$ cat config.mk
export PLATFORM = sky130hd
export DESIGN_NAME = mac_operand_sequencer
export DESIGN_NICKNAME = d
export VERILOG_FILES = /design/src/rtl/mac_operand_sequencer.sv
export SDC_FILE = /design/constraint.sdc
export NUM_CORES = 1
export LEC_CHECK = 0
export BUFFER_PORTS_ARGS = -buffer_cell sky130_fd_sc_hd__buf_2
export CORE_MARGIN = 2
export CORE_UTILIZATION = 57
export DETAILED_ROUTE_END_ITERATION = 10
export PLACE_DENSITY = 0.83
export SLEW_MARGIN = 20
export SYNTH_ARGS = -nofsm -noshare
export SYNTH_HDL_FRONTEND = slang
export SYNTH_SLANG_ARGS = --single-unit
export TNS_END_PERCENT = 100
$ cat constraint.sdc
create_clock -name clk -period 3.2 [get_ports clk]
set_clock_uncertainty 0.1 [all_clocks]
set_input_delay 0.32 -clock clk [delete_from_list [all_inputs] [get_ports clk]]
set_output_delay 0.32 -clock clk [all_outputs]
set_load 0.02 [all_outputs]
$ cat src/rtl/mac_operand_sequencer.sv
// Operand-pair FIFO feeding a downstream MAC stage, one dot-product vector per start pulse.
// Optional feature MAC_SEQ_ZERO_SKIP_EN: popped pairs with a zero operand count toward len but issue invalid.
module mac_operand_sequencer #(
  parameter int unsigned FIFO_DEPTH = 4,
  parameter int unsigned LEN_W      = 4
) (
  input  logic                          clk,
  input  logic                          rst_n,
  input  logic                          in_valid,
  output logic                          in_ready,
  input  logic [3:0]                    in_a,
  input  logic [3:0]                    in_b,
  input  logic                          start,
  input  logic [LEN_W-1:0]              vec_len,
  output logic [3:0]                    mac_a,
  output logic [3:0]                    mac_b,
  output logic                          mac_valid,
  output logic                          mac_clear,
  output logic                          vec_done,
  output logic                          busy,
  output logic [$clog2(FIFO_DEPTH):0]   fifo_count
);

  localparam int unsigned PtrW = $clog2(FIFO_DEPTH);
  localparam int unsigned CntW = PtrW + 1;

  typedef enum logic [1:0] {StIdle, StClear, StRun, StDone} state_e;

  state_e           state_q, state_d;
  logic [3:0]       mem_a_q [FIFO_DEPTH];
  logic [3:0]       mem_b_q [FIFO_DEPTH];
  logic [PtrW-1:0]  wr_ptr_q, rd_ptr_q;
  logic [CntW-1:0]  count_q;
  logic [LEN_W-1:0] len_q, len_d, cnt_q, cnt_d;
  logic [3:0]       mac_a_q, mac_b_q;
  logic             mac_valid_q;
  logic             push, pop, issue;
  logic [3:0]       head_a, head_b;

  assign in_ready = rst_n && (count_q != CntW'(FIFO_DEPTH));
  assign push     = in_valid && in_ready;
  assign head_a   = mem_a_q[rd_ptr_q];
  assign head_b   = mem_b_q[rd_ptr_q];

`ifdef MAC_SEQ_ZERO_SKIP_EN
  assign issue = pop && (head_a != 4'd0) && (head_b != 4'd0);
`else
  assign issue = pop;
`endif

  // Storage is not reset; occupancy is tracked by the pointers and count.
  always_ff @(posedge clk) begin
    if (push) begin
      mem_a_q[wr_ptr_q] <= in_a;
      mem_b_q[wr_ptr_q] <= in_b;
    end
  end

  always_ff @(posedge clk) begin
    if (!rst_n) begin
      wr_ptr_q <= '0;
      rd_ptr_q <= '0;
      count_q  <= '0;
    end else begin
      if (push) wr_ptr_q <= wr_ptr_q + PtrW'(1);
      if (pop)  rd_ptr_q <= rd_ptr_q + PtrW'(1);
      case ({push, pop})
        2'b10:   count_q <= count_q + CntW'(1);
        2'b01:   count_q <= count_q - CntW'(1);
        default: count_q <= count_q;
      endcase
    end
  end

  always_comb begin
    state_d = state_q;
    len_d   = len_q;
    cnt_d   = cnt_q;
    pop     = 1'b0;
    unique case (state_q)
      StIdle: begin
        if (start) begin
          state_d = StClear;
          len_d   = (vec_len == '0) ? LEN_W'(1) : vec_len;
        end
      end
      StClear: begin
        cnt_d   = '0;
        state_d = StRun;
      end
      StRun: begin
        if (count_q != '0) begin
          pop = 1'b1;
          if (cnt_q == len_q - LEN_W'(1)) state_d = StDone;
          else                            cnt_d   = cnt_q + LEN_W'(1);
        end
      end
      StDone:  state_d = StIdle;
      default: state_d = StIdle;
    endcase
  end

  always_ff @(posedge clk) begin
    if (!rst_n) begin
      state_q <= StIdle;
      len_q   <= '0;
      cnt_q   <= '0;
    end else begin
      state_q <= state_d;
      len_q   <= len_d;
      cnt_q   <= cnt_d;
    end
  end

  // Operands follow every pop; mac_valid marks which of them are to be accumulated.
  always_ff @(posedge clk) begin
    if (!rst_n) begin
      mac_a_q     <= '0;
      mac_b_q     <= '0;
      mac_valid_q <= 1'b0;
    end else begin
      mac_valid_q <= issue;
      if (pop) begin
        mac_a_q <= head_a;
        mac_b_q <= head_b;
      end
    end
  end

  assign mac_a      = mac_a_q;
  assign mac_b      = mac_b_q;
  assign mac_valid  = mac_valid_q;
  assign mac_clear  = (state_q == StClear);
  assign vec_done   = (state_q == StDone);
  assign busy       = (state_q != StIdle);
  assign fifo_count = count_q;

endmodule

==> flow_summary.toml <==
[route]
drt_iter0_drc = 163
viasPerCell = 5.451
ant_nets = 0
first_pass_iters = 6
wirelength_um = 4382
dr_total_vias = 1608
drc_errors = 0
wl_per_cell_um = 14.85

[job]
cap_violations = 0

[die]
start_util_pct = 58.16
core_region_area_um2 = 4294
fp.dieW_um = 70.19
io_pins = 32
die_h_um = 70.19
fp-row-count = 24
die-area_um2 = 4927

[clock_tree]
ctsHoldBuffers = 0
cts.htree.levels = 3
clk_pin_slew_worst_paths_ns = 0.06
post_cts_buffers = 0
cts_buffers = 9
insertion_delay_ns = 0.32
cts_sinks = 58
cts_buffer_depth = 2
cts_tree = "yes"
cts_root_buf = "clkbuf_8"
cts_resized = 0

[grt]
grt_max_degree = 21
grt_overflow_total = 0
grt_pass1_vias = 1556
antenna_found_initial = 0
grt_pass1_wl_um = 7424
track_usage_pct = 20.02

[logic_synthesis]
avgSynthCellArea_um2 = 12.49
yosys.area.top_type = "edfxtp_1"
syn_area_um2 = 2497
ys_ff_latch = 58
async_flop_share_pct = 0
ys_types = 33
ys_warn_count = 0
synthTopCellsByArea = "edfxtp_1, dfxtp_1, mux4_2, ha_1, nand2_1"
netlist.area_leader.share_pct = 38.48
synth.most_common_cell = "edfxtp_1"
synthTopCellsByCount = "edfxtp_1, nand2_1, dfxtp_1"
synth_ff_type = "edfxtp_1"
syn_inst = 200
synth_edf_count = 32
yosysSeqAreaShare_pct = 59.32
synth_nets = 229

[critical_path]
path_max_fanout = 13
startpoint_type = "flop"
r2r-start = "state_q[0]$_SDFFE_PN0P_"
arrival_ns = 2.61
cp-startpoint = "state_q[0]$_SDFFE_PN0P_"
required_ns = 3.36
r2r_slack_ns = 0.75
r2r_cells = 11
critPathCaptureType = "flop"
crit_type = "reg2reg"
endpoint = "fifo_count[2]$_SDFFE_PN0P_"
worstReg2RegEnd = "fifo_count[2]$_SDFFE_PN0P_"

[final_layout]
stdcell_count = 295
drive_above_1_share_pct = 24.28
area_growth_syn_to_layout_pct = 17.89
nNetsFinal = 267
num_antenna_cells = 0

[sta]
rsz0062_at_grt = "no"
period_needed_ns = 2.451
hold_viol_final = 0
relSlewSlack_pct = 60.98
report.final.slew_viol_count = 0
worst_slew_pin_slew_ns = 0.5845
fin_crit_sh_pct = 76.61
max_freq_mhz = 407.9
tns_ns = 0
setup_viol = 0

[power_and_ir_drop]
worst_ir_drop_vdd_mv = 0.4948
powerDensity_nw_per_um2 = 676.0
power.leakage_nw = 1.124

[placed_design]
gp_congestion = 0.7736
numPortBuffers = 31
numPlacedInstances = 279
hpwlAfterDp_um = 3121

[run_status]
status = "completed"

[hold_path]
hp-class = "in2reg"
power by group:
part | switching (mW) | total (mW) | internal [mW]
Sequential | 0.0389 | 0.871 | 0.832
Clock | 0.269 | 0.786 | 0.516
Combinational | 0.198 | 0.334 | 0.136
Total | 0.506 | 1.99 | 1.48
flip-flops by register name (all words and copies together), names as in the netlist:
signal,cells
rd_ptr_q,2
cnt_q,4
wr_ptr_q,2
mac_b,4
fifo_count,3
mac_a,4
mem_a_q,16
mac_valid,1
state_q,2
len_q,4
mem_b_q,16
cell type report:
cell class,count,area [um2]
clock inverter,5,102.6
timing repair buffer,34,177.7
sequential,58,1481
fill,308,1350
clock buffer,11,131.4
multi-input combinational,120,929.6
tap,52,65.06
inverter,15,56.30
critical path: stages (launching register included):
cell and delay (ns):
dfxtp_1 0.33, inv_1 0.12, ha_1 0.24, o31ai_1 0.10, buf_4 0.19, inv_1 0.08, ha_1 0.17, inv_1 0.07
fa_1 0.39, xor2_1 0.16, or3_1 0.30, a21oi_1 0.14
logic make-up after synthesis:
logic type / share of synthesized area (%)
compound gates: 6.363
fa+ha+maj: 6.813
xor+xnor: 4.158
flops: 59.32
simple gates: 11.07
mux: 8.818
buf+inv: 3.456
layer usage:
metal | track usage, % | vias up | wire length, um
met5 | 0 | - | 0
met4 | 7.906 | 0 | 42
li1 | - | 785 | -
met2 | 33.54 | 44 | 2201
met3 | 6.782 | 8 | 223
met1 | 23.82 | 771 | 1915
how the worst min path moves through the flow:
stage | start | slack [ns] | endpoint | cells past startpoint
4_1_cts | in_b[0] | 0.1 | mem_b_q[2][0]$_DFFE_PP_ | 1
3_3_place_gp | mac_a[2]$_SDFFE_PN0P_ | 0.34 | mac_a[2]$_SDFFE_PN0P_ | 2
5_1_grt | in_b[0] | 0.1 | mem_b_q[2][0]$_DFFE_PP_ | 1
2_1_floorplan | in_a[0] | 0.32 | mem_a_q[0][0]$_DFFE_PP_ | 0
6_report | in_b[0] | 0.11 | mem_b_q[2][0]$_DFFE_PP_ | 1
3_5_place_dp | mac_a[2]$_SDFFE_PN0P_ | 0.35 | mac_a[2]$_SDFFE_PN0P_ | 2
through the flow:
step	util (%)	instance area, um2	power [mW]	worst slack (ns)	hold WS [ns]
6_report	68.56	2944	1.990	0.7486	0.1110
3_3_place_gp	63.11	2710	1.211	0.8782	0.3427
5_1_grt	68.56	2944	2.087	0.5727	0.09781
4_1_cts	68.56	2944	2.009	0.7370	0.09523
3_5_place_dp	63.11	2710	1.222	0.7540	0.3470
2_1_floorplan	-	2497	1.133	0.8450	0.3189
layout by cell type, fill, tap and decap left out, types with 2 or more instances in the layout:
cell       instances
nand4_1            2
mux4_2             8
clkbuf_1           2
nand2_1           27
buf_2             31
dfxtp_1           26
clkbuf_8           9
o31ai_1            3
nor3_1             3
and2_1             5
buf_4              3
edfxtp_1          32
inv_1             15
nand2b_1           2
xor2_1             4
mux2i_1            4
xnor2_1            5
nor2_1             9
nand3_1            5
ha_1              12
bufinv_16          3
a21oi_1           18
Power figures use the tool's default switching activity.
